File: config.mk
export PLATFORM = sky130hd
export DESIGN_NAME = mux_rr_arbiter
export DESIGN_NICKNAME = d
export VERILOG_FILES = /design/src/rtl/mux_rr_arbiter.sv
export SDC_FILE = /design/constraint.sdc
export NUM_CORES = 1
export LEC_CHECK = 0
export ABC_AREA = 1
export CAP_MARGIN = 20
export CORE_ASPECT_RATIO = 0.75
export CORE_MARGIN = 2
export CORE_UTILIZATION = 55
export CTS_CLUSTER_DIAMETER = 120
export DETAILED_ROUTE_END_ITERATION = 8
export HOLD_SLACK_MARGIN = 0.1
export PLACE_DENSITY = 0.81
export SLEW_MARGIN = 0
export SYNTH_ARGS = -nofsm -noshare
export SYNTH_HDL_FRONTEND = slang
export SYNTH_SLANG_ARGS = --single-unit
export TNS_END_PERCENT = 100
File: constraint.sdc
create_clock -name clk -period 3.45 [get_ports clk]
set_clock_uncertainty 0.1 [all_clocks]
set_input_delay 0.345 -clock clk [delete_from_list [all_inputs] [get_ports clk]]
set_output_delay 0.345 -clock clk [all_outputs]
set_load 0.02 [all_outputs]
File: src/rtl/mux_rr_arbiter.sv
// rtl/mux_rr_arbiter.sv - round-robin arbiter owning the 4:1 bit-select datapath
// Registered one-hot grant with bounded hold and one mandatory idle cycle between grants.
module mux_rr_arbiter #(
  parameter int MAX_HOLD = 8,
  parameter int CNT_W    = 8
) (
  input  logic       clk,
  input  logic       rst,
  input  logic [3:0] req,
  input  logic [3:0] data,
  output logic [3:0] gnt,
  output logic [1:0] sel,
  output logic       busy,
  output logic       y
);

  localparam logic [0:0] IDLE  = 1'b0;
  localparam logic [0:0] GRANT = 1'b1;

  logic [0:0]       state;
  logic [CNT_W-1:0] cnt;
  logic [1:0]       last;
  logic [1:0]       winner;
  logic [1:0]       cand;
  logic             found;
  logic             rel;

  // Search starts just after the last grantee, so the last grantee is checked last.
  always_comb begin
    found  = 1'b0;
    winner = last;
    cand   = last;
    for (int k = 1; k <= 4; k++) begin
      cand = last + k[1:0];
      if (!found && req[cand]) begin
        found  = 1'b1;
        winner = cand;
      end
    end
  end

  assign rel = !req[sel] || (cnt == CNT_W'(MAX_HOLD));
  assign y   = busy & data[sel];

  always_ff @(posedge clk) begin
    if (rst) begin
      state <= IDLE;
      gnt   <= 4'b0000;
      sel   <= 2'b00;
      busy  <= 1'b0;
      cnt   <= '0;
      last  <= 2'd3;
    end else begin
      case (state)
        IDLE: begin
          if (found) begin
            state <= GRANT;
            gnt   <= 4'b0001 << winner;
            sel   <= winner;
            busy  <= 1'b1;
            cnt   <= CNT_W'(1);
            last  <= winner;
          end
        end
        GRANT: begin
          if (rel) begin
            state <= IDLE;
            gnt   <= 4'b0000;
            busy  <= 1'b0;
            cnt   <= '0;
          end else begin
            cnt <= cnt + CNT_W'(1);
          end
        end
        default: begin
          state <= IDLE;
          gnt   <= 4'b0000;
          busy  <= 1'b0;
          cnt   <= '0;
        end
      endcase
    end
  end

endmodule

# Word level (Yosys, flattened, before mapping)
# Index checks and enable logic that the tools add are counted.
dict set report classes {
  shift 1
  order_cmp 5
  eq_ne 3
  add_sub_neg 4
  n_mux 32
  n_reduce_logical 10
  bitwise_logic 2
}
# op n
set op_table {}
lappend op_table {{$mux W8} 2}
lappend op_table {{$pmux W8 S2} 1}
lappend op_table {{$lt A2 B3 Y1 const B} 5}
lappend op_table {{$mux W1} 14}
lappend op_table {{$bmux W1 S2} 6}
lappend op_table {{$add A8 B1 Y8 const B} 1}
lappend op_table {{$eq A8 B4 Y1 const B} 1}
lappend op_table {{$mux W2} 4}
lappend op_table {{$mux W4} 2}
lappend op_table {{$pmux W4 S2} 1}
lappend op_table {{$add A2 B2 Y2 const B} 2}
lappend op_table {{$logic_not A1 Y1} 4}
lappend op_table {{$pmux W1 S2} 2}
lappend op_table {{$reduce_and A2 Y1} 2}
lappend op_table {{$shl A1 B2 Y4 const A} 1}
lappend op_table {{$logic_and A1 B1 Y1} 3}
lappend op_table {{$add A2 B1 Y2 const B} 1}
lappend op_table {{$ne A2 B1 Y1 const B} 1}
lappend op_table {{$ne A2 B2 Y1 const B} 1}
lappend op_table {{$and A1 B1 Y1} 1}
lappend op_table {{$logic_or A1 B1 Y1} 1}
lappend op_table {{$not A1 Y1} 1}
dict set report totals {
  out_inout_bits 8
  register_bits 18
  wordCells 63
  inputBits 10
}

# Longest topological paths before layout
dict set report logic_depth {
  word_depth 16
  mapped_depth 12
  mapped_depth_nobuf 12
}

# Worst setup path before layout
# No wires, ideal clock.
dict set report synth_path {
  path_type {flip-flop to output port}
  startpoint {register sel[0]}
  endpoint {output port y}
  path_slack_ns 1.891
  stages_incl_launch_ff 5
  n_path_buf 0
  arrival_time_ns 1.114
  required_time_ns 3.005
  cell_sequence {dfxtp_1 -> nor2_1 -> nor2_1 -> o21ai_0 -> a21oi_1}
}
dict set report synth_between {
  elab_chain_len 3
}
# element line
set synth_rtl {}
lappend synth_rtl {{start, declared} 12} ;# output logic [1:0] sel,
lappend synth_rtl {{start signal, assigned} 59} ;# sel <= winner;
lappend synth_rtl {{$bmux W1 S2} 43} ;# assign y = busy & data[sel];
lappend synth_rtl {{$mux W1 (implied by the code)} 43}
lappend synth_rtl {{$and A1 B1 Y1} 43}
lappend synth_rtl {{end, declared} 14} ;# output logic y
# No other way between the ends. The select of a mux whose other input is x is not followed.

# Worst setup path in the final report
dict set report layout_path {
  startpoint {input port data[0]}
  endpoint {output port y}
}
dict set report layout_between {
  elab_chain_len 3
}
# element line
set layout_rtl {}
lappend layout_rtl {{start, declared} 10} ;# input logic [3:0] data,
lappend layout_rtl {{$bmux W1 S2} 43}
lappend layout_rtl {{$mux W1 (implied by the code)} 43}
lappend layout_rtl {{$and A1 B1 Y1} 43}
# No other way between the ends. The select of a mux whose other input is x is not followed.

==> impl_table.tex <==
\begin{tabular}{lr}
\hline
Metric & Value \\
\hline
\multicolumn{2}{l}{\textbf{Setup path}} \\
\quad Count of buffering cells on the critical path with inverters included & 2 \\
\quad Worst path required time & 3.00 ns \\
\quad CP Class & primary input to primary output \\
\quad Slowest CP cell & sky130\_fd\_sc\_hd\_\_clkdlybuf4s50\_1 \\
\quad Beginning of the critical path & data[0] \\
\quad Worst flop-to-flop path startpoint & last[0] \\
\quad Crit end category & primary output \\
\quad Cells along the critical path & clkdlybuf4s50\_1 > nor2\_1 > nor2\_1 > o21ai\_0 > a21oi\_1 > clkdlybuf4s50\_1 \\
\quad Signal arrival time at the worst endpoint & 1.78 ns \\
\quad Crit path largest cell delay & 0.62 ns \\
\quad Setup crit start kind & primary input \\
\quad Critical-path maximum fanout & 1 \\
\quad Family with the most delay on the worst path & buffers and inverters \\
\multicolumn{2}{l}{\textbf{Routing}} \\
\quad Mean number of vias per cell & 5.31 \\
\quad DRC marker count from the first detailed-route iteration & 55 \\
\quad Vias after detailed routing & 1190 \\
\quad Final routed wirelength across all metal layers & 2.68 mm \\
\quad Remaining number of nets flagged by the antenna check after routing & 0 \\
\quad Number of remaining DRC errors & 0 \\
\quad Per-cell routed wire length & 11.9 um \\
\quad Detailed-routing iteration count for the pre-antenna-repair pass & 4 \\
\multicolumn{2}{l}{\textbf{Die}} \\
\quad Overall die width & 57.7 um \\
\quad Core region area & 0.00201 sq mm \\
\quad Starting density of the core & 58.9\% \\
\quad Total die area & 0.00255 sq mm \\
\quad Height of the die & 44.2 um \\
\quad Row Count & 14 \\
\quad Boundary Pins & 18 \\
\multicolumn{2}{l}{\textbf{STA}} \\
\quad Actual slew at the worst max-slew pin & 0.450 ns \\
\quad Final Cycle Share & 64.4\% \\
\quad Slew margin rel. & 69.9\% \\
\quad Setup violation total in the final timing report & 0 \\
\quad Setup TNS & 0 ns \\
\quad F\_max & 450 MHz \\
\quad Final hold viol count & 0 \\
\quad Final Slew Violations & 0 \\
\quad Final critical-path required period & 2.22 ns \\
\quad Unrepaired setup endpoints after global routing & no \\
\multicolumn{2}{l}{\textbf{CTS}} \\
\quad Clock root buffer master & sky130\_fd\_sc\_hd\_\_clkbuf\_4 \\
\quad CTS buffer count & 3 \\
\quad Clock-pin slew of the registers on the worst-case setup and hold paths & 0.10 ns \\
\quad Sinks on the clock net & 18 \\
\quad Number of buffers added for setup after CTS & 0 \\
\quad Number of buffers between clock root and the deepest sink & 2 \\
\quad Htree depth & 1 \\
\quad Number of resized instances in the post-cts repair step & 0 \\
\quad Count of hold-fix buffers inserted at cts & 0 \\
\quad TritonCTS clock tree & yes \\
\quad Clock Latency Late Sink & 0.29 ns \\
\multicolumn{2}{l}{\textbf{Yosys}} \\
\quad FF+latch count, synth & 18 \\
\quad Net count after synthesis & 193 \\
\quad Post-synthesis instance total & 181 \\
\quad Synth Cell Area & 0.00119 sq mm \\
\quad Sequential cell area fraction in the yosys report & 30.3\% \\
\quad Avg Inst Size Synth & 6.56 sq um \\
\quad Top cell type by total area after synthesis & sky130\_fd\_sc\_hd\_\_dfxtp\_1 \\
\quad Most area-consuming cells after synthesis & sky130\_fd\_sc\_hd\_\_dfxtp\_1 30\%, sky130\_fd\_sc\_hd\_\_nand2\_1 18\%, sky130\_fd\_sc\_hd\_\_nand3\_1 7.2\% \\
\quad Synthesis warning total & 0 \\
\quad Area share of the leading cell type in the synthesized netlist & 30.3\% \\
\quad Number of library cell types mapped by synthesis & 24 \\
\multicolumn{2}{l}{\textbf{Global route}} \\
\quad Global route total overflow & 0 \\
\quad Number of global-route vias before repair & 1093 \\
\quad Pin count of the biggest net entering global routing & 13 \\
\quad GR Util All Layers & 23.8\% \\
\quad Global-route wire length before repair & 4.62 mm \\
\quad Initial antenna violation count & 0 \\
\multicolumn{2}{l}{\textbf{Power and ir drop}} \\
\quad Areal power density over the cells & 765 mW/mm\^{}2 \\
\quad Part of the total power dissipated in sequential elements & 30.7\% \\
\quad Gate power share & 59.7\% \\
\quad Fraction of power consumed by the clock network & 9.6\% \\
\quad VDD IR-drop max & 0.554 mV \\
\quad Internal portion of total power & 0.533 mW \\
\quad Net switching power & 0.540 mW \\
\quad Switching power share of the total & 50.3\% \\
\quad Static leakage & 0.626 nW \\
\multicolumn{2}{l}{\textbf{Finish}} \\
\quad Fill count & 183 \\
\quad Layout net count & 214 \\
\quad Filler-free cell count of the finished design & 224 \\
\quad Share of post-route cells with drive strength above 1 & 13.5\% \\
\quad Antenna cells & 0 \\
\quad Commonest cells after routing, fill and taps aside & 58 x sky130\_fd\_sc\_hd\_\_nand2\_1, 18 x sky130\_fd\_sc\_hd\_\_dfxtp\_1, 17 x sky130\_fd\_sc\_hd\_\_nand3\_1, 17 x sky130\_fd\_sc\_hd\_\_clkdlybuf4s50\_1, 16 x sky130\_fd\_sc\_hd\_\_inv\_1 \\
\quad Synth-to-Final Area Change & 18.1\% \\
\quad Most common library cell in the layout ignoring fill and taps & sky130\_fd\_sc\_hd\_\_nand2\_1 \\
\multicolumn{2}{l}{\textbf{Place}} \\
\quad Count of port buffers added during placement & 17 \\
\quad Placer congestion estimate & 0.788 \\
\quad Cell Count Post-Placement & 221 \\
\quad Detailed Place HPWL & 2.08 mm \\
\multicolumn{2}{l}{\textbf{Job}} \\
\quad Max-capacitance violation count & 0 \\
\multicolumn{2}{l}{\textbf{Hold path}} \\
\quad Min-Delay Startpoint & gnt[1] \\
\quad Kind of path behind the tightest hold check & register to register \\
\multicolumn{2}{l}{\textbf{Run status}} \\
\quad Status & complete, no violations \\
\hline
\end{tabular}
[cell type report]
cell class	instances	area, sq um	share of cell area [%]
Timing Repair Buffer	17	170	12.1
Sequential cell	18	360	25.7
Tap cell	24	30.0	2.14
Clock buffer	3	22.5	1.61
Multi-Input combinational cell	141	741	52.8
Inverter	21	78.8	5.62
[power groups by stage]
stage	Clock (mW)	Combinational [mW]	Sequential, mW
after global placement	0	0.618	0.331
after global routing	0.112	0.722	0.337
after detailed placement	0	0.636	0.332
final	0.103	0.641	0.330
after CTS	0.104	0.640	0.328
after floorplan	0	0.447	0.351
[worst paths after layout]
kind | end | slack (ns) | cells after the start
min reg2reg | gnt[1] | 0.35 | 2
max reg2reg | sel[0] | 1.45 | 9
max | y | 1.23 | 6
min | gnt[1] | 0.35 | 2
[synthesized netlist by cell type]
cell                       number
sky130_fd_sc_hd__nand2_1       58
sky130_fd_sc_hd__dfxtp_1       18
sky130_fd_sc_hd__nand3_1       17
sky130_fd_sc_hd__inv_1         16
sky130_fd_sc_hd__nor2_1        12
sky130_fd_sc_hd__o21ai_0       10
sky130_fd_sc_hd__nand2_2        9
sky130_fd_sc_hd__a21oi_1        7
sky130_fd_sc_hd__inv_2          5
sky130_fd_sc_hd__xor2_1         5
sky130_fd_sc_hd__nand2_4        3
sky130_fd_sc_hd__nand4_1        3
sky130_fd_sc_hd__o21ai_1        3
sky130_fd_sc_hd__ha_1           2
sky130_fd_sc_hd__nand3_2        2
sky130_fd_sc_hd__nor2_4         2
sky130_fd_sc_hd__o22ai_1        2
sky130_fd_sc_hd__buf_4          1
sky130_fd_sc_hd__nand3_4        1
sky130_fd_sc_hd__nand4_2        1
sky130_fd_sc_hd__nor3_1         1
sky130_fd_sc_hd__nor3_2         1
sky130_fd_sc_hd__o211ai_1       1
sky130_fd_sc_hd__o21a_1         1
[logic make-up after synthesis]
logic type / count (synthesis) / synth area share (%)
compound gates: 24 / 10.7
xor+xnor: 5 / 3.69
simple gates: 110 / 45.8
buf+inv: 22 / 7.27
fa+ha+maj: 2 / 2.11
flops: 18 / 30.3
[sequential cells by signal, indices dropped and copies added (netlist names)]
signal and count:
gnt 4, sel 2, busy 1, state 1, cnt 8, last 2
[metal layers]
| layer | track usage [%] | up-vias | wire length [um] |
|---|---|---|---|
| met1 | 32.2 | 524 | 1310 |
| met3 | 7.60 | 2 | 208 |
| met5 | 0 | - | 0 |
| li1 | - | 627 | - |
| met2 | 38.0 | 37 | 1150 |
| met4 | 4.19 | 0 | 11 |
[worst reg2reg max path, delay by kind of cell (launching register included)]
kind,cells,cell delay (ns)
compound gates,2,0.35
buf+inv,2,0.25
flops,1,0.61
simple gates,5,0.59
[stage by stage]
stage               hold WS (ns)  total power, mW  cell area (sq um)  setup slack (ns)  util (%)
floorplan                  0.314            0.798               1190              1.89         -
global placement           0.330            0.948               1380              1.27      68.5
detailed placement         0.338            0.969               1380              1.24      68.5
CTS                        0.355             1.07               1400              1.22      69.6
global route               0.384             1.17               1400              1.12      69.6
finish                     0.353             1.07               1400              1.23      69.6
Power figures use the tool's default switching activity.
